## src/rtl/lsu_pkg.sv

```systemverilog
// Shared definitions for the load/store controller.
//   - request size encodings
//   - controller state enum
//   - alignment check helper
package lsu_pkg;

   localparam logic [1:0] SZ_B = 2'b00;
   localparam logic [1:0] SZ_H = 2'b01;
   localparam logic [1:0] SZ_W = 2'b10;

   typedef enum logic [1:0] {
      ST_IDLE,
      ST_RD_WAIT,
      ST_WR,
      ST_RESP
   } lsu_state_t;

   // Misaligned when a halfword sits on an odd byte or a word is not on a
   // 4-byte boundary. Byte accesses are always aligned.
   function automatic logic lsu_misaligned(input logic [1:0] size, input logic [1:0] off);
      logic mis;
      mis = 1'b0;
      if (size == SZ_H && off[0])
         mis = 1'b1;
      else if (size == SZ_W && off != 2'b00)
         mis = 1'b1;
      return mis;
   endfunction

endpackage

```

## src/rtl/lsu_mem_ctrl_lane.sv

```systemverilog
// Byte-lane steering for the load/store controller (combinational).
//   i_size      access size (SZ_B/SZ_H/SZ_W)
//   i_unsigned  1 = zero-extend loads, 0 = sign-extend
//   i_off       byte offset within the word
//   i_wdata     right-aligned store data
//   i_rdata     word read from memory
//   o_st_wdata  store data replicated onto every lane
//   o_st_wmask  byte enables for the store
//   o_ld_data   extracted and extended load data
module lsu_mem_ctrl_lane
   import lsu_pkg::*;
(
   input  logic [1:0]  i_size,
   input  logic        i_unsigned,
   input  logic [1:0]  i_off,
   input  logic [31:0] i_wdata,
   input  logic [31:0] i_rdata,
   output logic [31:0] o_st_wdata,
   output logic [3:0]  o_st_wmask,
   output logic [31:0] o_ld_data
);

   logic [31:0] w_shifted;
   logic [7:0]  w_byte;
   logic [15:0] w_half;

   always_comb begin
      o_st_wdata = '0;
      o_st_wmask = '0;
      o_ld_data  = '0;
      w_shifted  = i_rdata >> {i_off, 3'b000};
      w_byte     = w_shifted[7:0];
      w_half     = i_off[1] ? i_rdata[31:16] : i_rdata[15:0];
      case (i_size)
         SZ_B: begin
            // Replicating the byte puts it on every lane; the mask picks one.
            o_st_wdata = {4{i_wdata[7:0]}};
            o_st_wmask = 4'b0001 << i_off;
            o_ld_data  = i_unsigned ? {24'h0, w_byte} : {{24{w_byte[7]}}, w_byte};
         end
         SZ_H: begin
            o_st_wdata = {2{i_wdata[15:0]}};
            o_st_wmask = 4'b0011 << i_off;
            o_ld_data  = i_unsigned ? {16'h0, w_half} : {{16{w_half[15]}}, w_half};
         end
         SZ_W: begin
            o_st_wdata = i_wdata;
            o_st_wmask = 4'b1111;
            o_ld_data  = i_rdata;
         end
         default: ;
      endcase
   end

endmodule

```

## src/rtl/lsu_mem_ctrl.sv

```systemverilog
// Load/store controller in front of the data memory. Takes one request at a
// time, issues a single word-aligned read or write strobe, and returns one
// response (extended load data or error flag).
//   i_clk, i_rst          clock, synchronous active-high reset
//   i_req_*, o_req_ready  request from execute stage
//   o_resp_*, i_resp_ready response back to execute stage
//   o_mem_*, i_mem_rdata  memory port (pulsed strobes, word addresses)
//
// state      | meaning
// -----------+------------------------------------------------------------
// ST_IDLE    | ready for a request
// ST_RD_WAIT | read strobe issued, counting to the read-data capture edge
// ST_WR      | write strobe high for this single cycle
// ST_RESP    | first cycle builds the response, then hold until accepted
module lsu_mem_ctrl
   import lsu_pkg::*;
#(
   parameter int READ_LATENCY = 1   // 1..7
) (
   input  logic        i_clk,
   input  logic        i_rst,
   input  logic        i_req_valid,
   output logic        o_req_ready,
   input  logic        i_req_wen,
   input  logic [1:0]  i_req_size,
   input  logic        i_req_unsigned,
   input  logic [31:0] i_req_addr,
   input  logic [31:0] i_req_wdata,
   output logic        o_resp_valid,
   input  logic        i_resp_ready,
   output logic [31:0] o_resp_rdata,
   output logic        o_resp_err,
   output logic        o_mem_ren,
   output logic [31:0] o_mem_raddr,
   output logic        o_mem_wen,
   output logic [31:0] o_mem_waddr,
   output logic [31:0] o_mem_wdata,
   output logic [3:0]  o_mem_wmask,
   input  logic [31:0] i_mem_rdata
);

   localparam logic [2:0] LP_CNT_LAST = 3'(READ_LATENCY - 1);

   lsu_state_t  r_state;
   logic [2:0]  r_cnt;
   logic [1:0]  r_size;
   logic [1:0]  r_off;
   logic        r_unsigned;
   logic        r_wen;
   logic        r_err;
   logic [31:0] r_rdata_cap;
   logic        r_req_ready;
   logic        r_resp_valid;
   logic [31:0] r_resp_rdata;
   logic        r_resp_err;
   logic        r_mem_ren;
   logic        r_mem_wen;
   logic [31:0] r_mem_raddr;
   logic [31:0] r_mem_waddr;
   logic [31:0] r_mem_wdata;
   logic [3:0]  r_mem_wmask;

   logic        w_idle;
   logic        w_err;
   logic [1:0]  w_lane_size;
   logic [1:0]  w_lane_off;
   logic [31:0] w_st_wdata;
   logic [3:0]  w_st_wmask;
   logic [31:0] w_ld_data;

   assign w_idle = (r_state == ST_IDLE);
   assign w_err  = (i_req_size == 2'b11) || lsu_misaligned(i_req_size, i_req_addr[1:0]);

   // One lane unit serves both directions: in IDLE it shapes the incoming
   // store, afterwards it extracts from the captured read word.
   assign w_lane_size = w_idle ? i_req_size : r_size;
   assign w_lane_off  = w_idle ? i_req_addr[1:0] : r_off;

   lsu_mem_ctrl_lane u_lane (
      .i_size     (w_lane_size),
      .i_unsigned (r_unsigned),
      .i_off      (w_lane_off),
      .i_wdata    (i_req_wdata),
      .i_rdata    (r_rdata_cap),
      .o_st_wdata (w_st_wdata),
      .o_st_wmask (w_st_wmask),
      .o_ld_data  (w_ld_data)
   );

   always_ff @(posedge i_clk) begin
      if (i_rst) begin
         r_state      <= ST_IDLE;
         r_cnt        <= '0;
         r_size       <= '0;
         r_off        <= '0;
         r_unsigned   <= 1'b0;
         r_wen        <= 1'b0;
         r_err        <= 1'b0;
         r_rdata_cap  <= '0;
         r_req_ready  <= 1'b1;
         r_resp_valid <= 1'b0;
         r_resp_rdata <= '0;
         r_resp_err   <= 1'b0;
         r_mem_ren    <= 1'b0;
         r_mem_wen    <= 1'b0;
         r_mem_raddr  <= '0;
         r_mem_waddr  <= '0;
         r_mem_wdata  <= '0;
         r_mem_wmask  <= '0;
      end else begin
         r_mem_ren <= 1'b0;
         r_mem_wen <= 1'b0;
         case (r_state)
            ST_IDLE: begin
               if (i_req_valid && r_req_ready) begin
                  r_req_ready <= 1'b0;
                  r_size      <= i_req_size;
                  r_off       <= i_req_addr[1:0];
                  r_unsigned  <= i_req_unsigned;
                  r_wen       <= i_req_wen;
                  r_err       <= w_err;
                  r_cnt       <= '0;
                  if (w_err) begin
                     r_state <= ST_RESP;
                  end else if (i_req_wen) begin
                     r_state     <= ST_WR;
                     r_mem_wen   <= 1'b1;
                     r_mem_waddr <= {i_req_addr[31:2], 2'b00};
                     r_mem_wdata <= w_st_wdata;
                     r_mem_wmask <= w_st_wmask;
                  end else begin
                     r_state     <= ST_RD_WAIT;
                     r_mem_ren   <= 1'b1;
                     r_mem_raddr <= {i_req_addr[31:2], 2'b00};
                  end
               end
            end
            ST_RD_WAIT: begin
               if (r_cnt == LP_CNT_LAST) begin
                  r_rdata_cap <= i_mem_rdata;
                  r_state     <= ST_RESP;
               end else begin
                  r_cnt <= r_cnt + 3'd1;
               end
            end
            ST_WR: begin
               r_state <= ST_RESP;
            end
            ST_RESP: begin
               if (!r_resp_valid) begin
                  r_resp_valid <= 1'b1;
                  r_resp_err   <= r_err;
                  r_resp_rdata <= (r_err || r_wen) ? 32'h0 : w_ld_data;
               end else if (i_resp_ready) begin
                  r_resp_valid <= 1'b0;
                  r_resp_err   <= 1'b0;
                  r_resp_rdata <= '0;
                  r_req_ready  <= 1'b1;
                  r_state      <= ST_IDLE;
               end
            end
            default: begin
               r_state     <= ST_IDLE;
               r_req_ready <= 1'b1;
            end
         endcase
      end
   end

   assign o_req_ready  = r_req_ready;
   assign o_resp_valid = r_resp_valid;
   assign o_resp_rdata = r_resp_rdata;
   assign o_resp_err   = r_resp_err;
   assign o_mem_ren    = r_mem_ren;
   assign o_mem_raddr  = r_mem_raddr;
   assign o_mem_wen    = r_mem_wen;
   assign o_mem_waddr  = r_mem_waddr;
   assign o_mem_wdata  = r_mem_wdata;
   assign o_mem_wmask  = r_mem_wmask;

endmodule

```

## config.mk

```make
export PLATFORM = sky130hd
export DESIGN_NAME = lsu_mem_ctrl
export DESIGN_NICKNAME = d
export VERILOG_FILES = /design/src/rtl/lsu_pkg.sv /design/src/rtl/lsu_mem_ctrl_lane.sv /design/src/rtl/lsu_mem_ctrl.sv
export SDC_FILE = /design/constraint.sdc
export NUM_CORES = 1
export LEC_CHECK = 0
export CORE_MARGIN = 2
export CORE_UTILIZATION = 37
export DETAILED_ROUTE_END_ITERATION = 16
export GPL_TIMING_DRIVEN = 0
export PLACE_DENSITY = 0.74
export SYNTH_ARGS = -nofsm -noshare
export SYNTH_HDL_FRONTEND = slang
export SYNTH_SLANG_ARGS = --single-unit
```

## constraint.sdc

```tcl
create_clock -name i_clk -period 3.1 [get_ports i_clk]
set_input_delay 0.775 -clock i_clk [delete_from_list [all_inputs] [get_ports i_clk]]
set_output_delay 0.775 -clock i_clk [all_outputs]
set_load 0.005 [all_outputs]
```

==> flow_results.org <==
** Route
- Post-route antenna net violation count :: 0
- After detailed routing, the number of remaining DRC violations is 0.
- The first TritonRoute pass finished after 6 iterations.
- Routed via count divided by cell count :: 5.808
- After the first detailed-routing iteration, the DRC count stood at 825.
- Summed over all layers, the routed wires come to 28810 um.
- Routed wire per std cell :: 19.86 um
- Via count :: 8427

** GRT
- Maximum number of pins on one net before global-route repair :: 19
- The first global-routing pass estimated 43740 um of wire.
- Remaining Overflow, GRT :: 0
- In the global route stage, overall resource usage came out at 0.2489.
- The initial antenna violation count was 1.
- The via count of the first global-routing pass is 7820.

** Setup path
- Crit path DAT :: 3070 ps
- On the critical path the largest part of the delay comes from buffers and inverters.
- Worst reg2reg endpoint :: o_mem_wdata[27]$_SDFFE_PP0P_
- The setup path with the least slack is of type in2reg.
- The critical path contains buffers and inverters numbering 3 combined.
- Slowest stage cell, crit path :: nor2_1
- Crit-path max cell delay :: 590 ps
- Required time at the worst-slack endpoint :: 3380 ps
- Source of the worst register-to-register timing path :: r_state[1]$_SDFFE_PP0P_
- CP Cell Sequence :: clkdlybuf4s50_1, o21a_1, o22a_1, clkbuf_1, nor2_1, buf_2, a211oi_1
- Kind of launch point of the worst setup path :: input port
- STA classifies the critical path endpoint as a flip-flop.
- The worst register-to-register path has a setup slack of 510 ps.
- Of all nets on the critical path, the largest fanout is 10.
- Measured in cells, the most critical reg-to-reg path has a length of 10.

** STA
- Subtracting the final worst setup slack from the clock period gives 2784 ps.
- Adding up every negative setup slack in the final design gives 0 ps.
- Worst-margin pin slew :: 747.2 ps
- Count of endpoints failing hold in the final timing report :: 0
- In the finished design, the share of the clock period the worst path needs comes to 0.8979.
- Headroom to the max-slew limit came out at 0.4876.
- On the final layout, the worst clock skew is 16.44 ps.
- Setup violations remaining at the end of the flow were counted as 0.
- Setup slack after layout :: 316.5 ps
- Achievable Freq :: 0.3593 GHz
- Number of max-slew violations in the final report :: 0
- Setup repair after global routing missed its margin :: false

** Hold path
- The worst hold path belongs to the class reg2reg.
- The path with the worst hold slack has its endpoint at o_mem_raddr[22]$_SDFFE_PP0P_.
- Number of cells traversed by the worst hold path :: 2
- Worst Hold Launch :: o_mem_raddr[22]$_SDFFE_PP0P_

** Clocking
- Number of instances resized during post-cts repair :: 0
- TritonCTS clock tree :: yes
- Clock-pin slew was measured on the worst setup and hold paths at 70 ps.
- Post-CTS setup buffer count :: 0
- H-tree Lvls :: 4
- In this run the deepest clock path goes through 2 buffers.
- Post-cts hold buffer count :: 0
- Clock Sinks :: 177
- Total CTS buffers :: 17
- Master cell of the clock root buffer :: clkbuf_16
- The later pin in the worst-skew pair is clocked with a latency of 440 ps.

** Placement
- Once placement completed, the tool counted placed cells totaling 1417.
- Detailed placement finished with a half-perimeter wire length of 21180 um.
- The congestion estimate from routability-driven global placement came to 0.9090.
- Timing analysis after detailed placement gives a worst setup slack of -69.83 ps.
- Quantity of I/O buffers inserted on ports :: 232

** Logic synthesis
- Yosys mapped the design onto 54 distinct sky130hd cell types.
- Average size of a mapped cell :: 8.761 sq um
- Area of the mapped netlist :: 7946 sq um
- Yosys printed 0 warnings.
- After synthesis, the share of flip-flops with an asynchronous set or reset is 0.
- Counting every instance in the synthesized netlist gives 907.
- Most instantiated flip-flop cell in the synthesis netlist :: dfxtp_1
- Number of flops mapped to enable cells by yosys :: 0
- Of the synthesized area, sequential elements account for 0.4459.
- In this run, synthesis produced a sequential element count of 177.

** Floorplan
- Die span in y :: 150.6 um
- CORE AREA :: 21020 sq um
- 241 I/O pins were placed.
- For this configuration, the core starts out at a cell density of 0.3780.
- Std-Cell Rows :: 53
- Die W :: 150.6 um
- The die covers 22670 sq um.

** Power
- Leakage power figure :: 3.577 nW
- Max rail drop VDD :: 477.1 uV
- For this design the ratio of total power to cell area is 640.1 nW/um^2.
- Overall power consumption :: 7.174 mW

** Finish
- Most common cell after layout, fill and taps aside :: clkdlybuf4s50_1
- In the layout the commonest cells are clkdlybuf4s50_1, dfxtp_1, a21oi_1.
- After the flow finishes, the layout carries non-filler instances totaling 1451.
- From synthesis to final layout, the design area changed by 41.05%.
- Proportion of layout cells with a drive suffix above 1 :: 0.08603
- The net count of the finished layout is 1270.

** Run status
- Outcome :: finished, final reports clean

** Run
- Across the run, the number of max-cap violations was 0.
==> power breakdown <==
group / switching (mW) / internal [mW] / leakage [nW]
combinational: 1.43 / 0.948 / 1.86
clock: 1.04 / 1.09 / 0.285
sequential: 0.187 / 2.47 / 1.43
total: 2.66 / 4.51 / 3.58
==> metrics by stage <==
step | cell area, sq um | utilization | hold WS, ps
detailed placement | 10620 | 0.5054 | 460.6
global placement | 10620 | 0.5054 | 453.6
finish | 11210 | 0.5332 | 468.3
floorplan | 7958 | - | 436.3
CTS | 11200 | 0.5329 | 471.5
global route | 11200 | 0.5329 | 487.5
==> registers in the layout, indices dropped and copies added (netlist names), 2 cells and up <==
signal	flops
o_mem_raddr	30
o_mem_waddr	30
o_mem_wdata	32
o_mem_wmask	4
o_resp_rdata	32
r_cnt	3
r_off	2
r_rdata_cap	32
r_size	2
r_state	2
==> worst max path at each step <==
stage	start	end	slack, ps	cells after the start
final	i_req_addr[1]	o_mem_wdata[27]$_SDFFE_PP0P_	320	7
after global routing	i_req_addr[1]	o_mem_wdata[10]$_SDFFE_PP0P_	220	7
after CTS	i_req_addr[1]	o_mem_wdata[27]$_SDFFE_PP0P_	370	7
after detailed placement	i_req_addr[1]	o_mem_wdata[22]$_SDFFE_PP0P_	-70	7
after global placement	i_req_addr[1]	o_mem_wdata[22]$_SDFFE_PP0P_	-40	7
after floorplan	i_req_size[0]	o_mem_wdata[10]$_SDFFE_PP0P_	830	7
==> cells in the mapped netlist (2+ instances only) <==
library cell	count	area, sq um
dfxtp_1	177	3543
a21oi_1	172	860.8
nand2_1	86	322.8
clkbuf_1	79	296.5
a22oi_1	48	360.4
a211oi_1	44	330.3
nand3_1	42	210.2
o21ai_0	41	205.2
nand4_1	30	187.7
o31ai_1	30	225.2
mux2_2	25	281.5
a222oi_1	16	160.2
nor2_1	11	41.29
a311oi_2	10	150.1
buf_2	10	50.05
inv_1	10	37.54
a311oi_1	7	61.31
buf_4	6	45.04
buf_1	5	18.77
buf_6	5	56.30
ha_1	5	62.56
nand2b_1	4	25.02
mux2i_1	3	30.03
nor3_1	3	15.01
xnor2_1	3	26.28
a21oi_2	2	17.52
a311o_1	2	20.02
a31oi_1	2	12.51
and3_1	2	12.51
nand3b_1	2	15.01
o22ai_2	2	25.02
==> routing by layer <==
metal	vias up	GRT usage	wire, um	part of all wire
li1	3906	-	-	-
met2	448	0.3905	13120	0.46
met3	43	0.06485	2801	0.097
met4	2	0.06934	566	0.020
met1	4028	0.3380	12310	0.43
met5	-	0	13	0.00045
==> worst reg2reg max path, cell delays in order (launching register included) <==
cell and delay [ps]:
dfxtp_1 330, inv_1 80, ha_1 160, buf_6 130
buf_6 140, and3_1 150, buf_2 200, nand2_1 190
nor2_1 580, buf_2 370, a211oi_1 110
==> cell type report <==
class | instances | area [sq um]
inverter | 10 | 37.54
multi-input combinational | 618 | 3910
clock buffer | 18 | 439.2
timing repair buffer | 232 | 2322
fill | 1960 | 9813
clock inverter | 14 | 140.1
sequential | 177 | 3543
antenna | 2 | 5.005
tap | 275 | 344.1
buffer | 105 | 466.7
==> cell families (layout without fill, tap and decap cells) <==
logic type,after synthesis,after routing,share of synthesized area
xor gates and xnor gates,3,3,0.003307
and+or+nand+nor,191,191,0.1164
AOI/OAI and AO/OA,384,384,0.3160
other,1,6,0.0004719
buffers and inverters,115,379,0.06345
muxes,31,31,0.04661
adders and majority gates,5,5,0.007873
DFF,177,177,0.4459
Note: power is estimated with default switching activity, not from simulation.
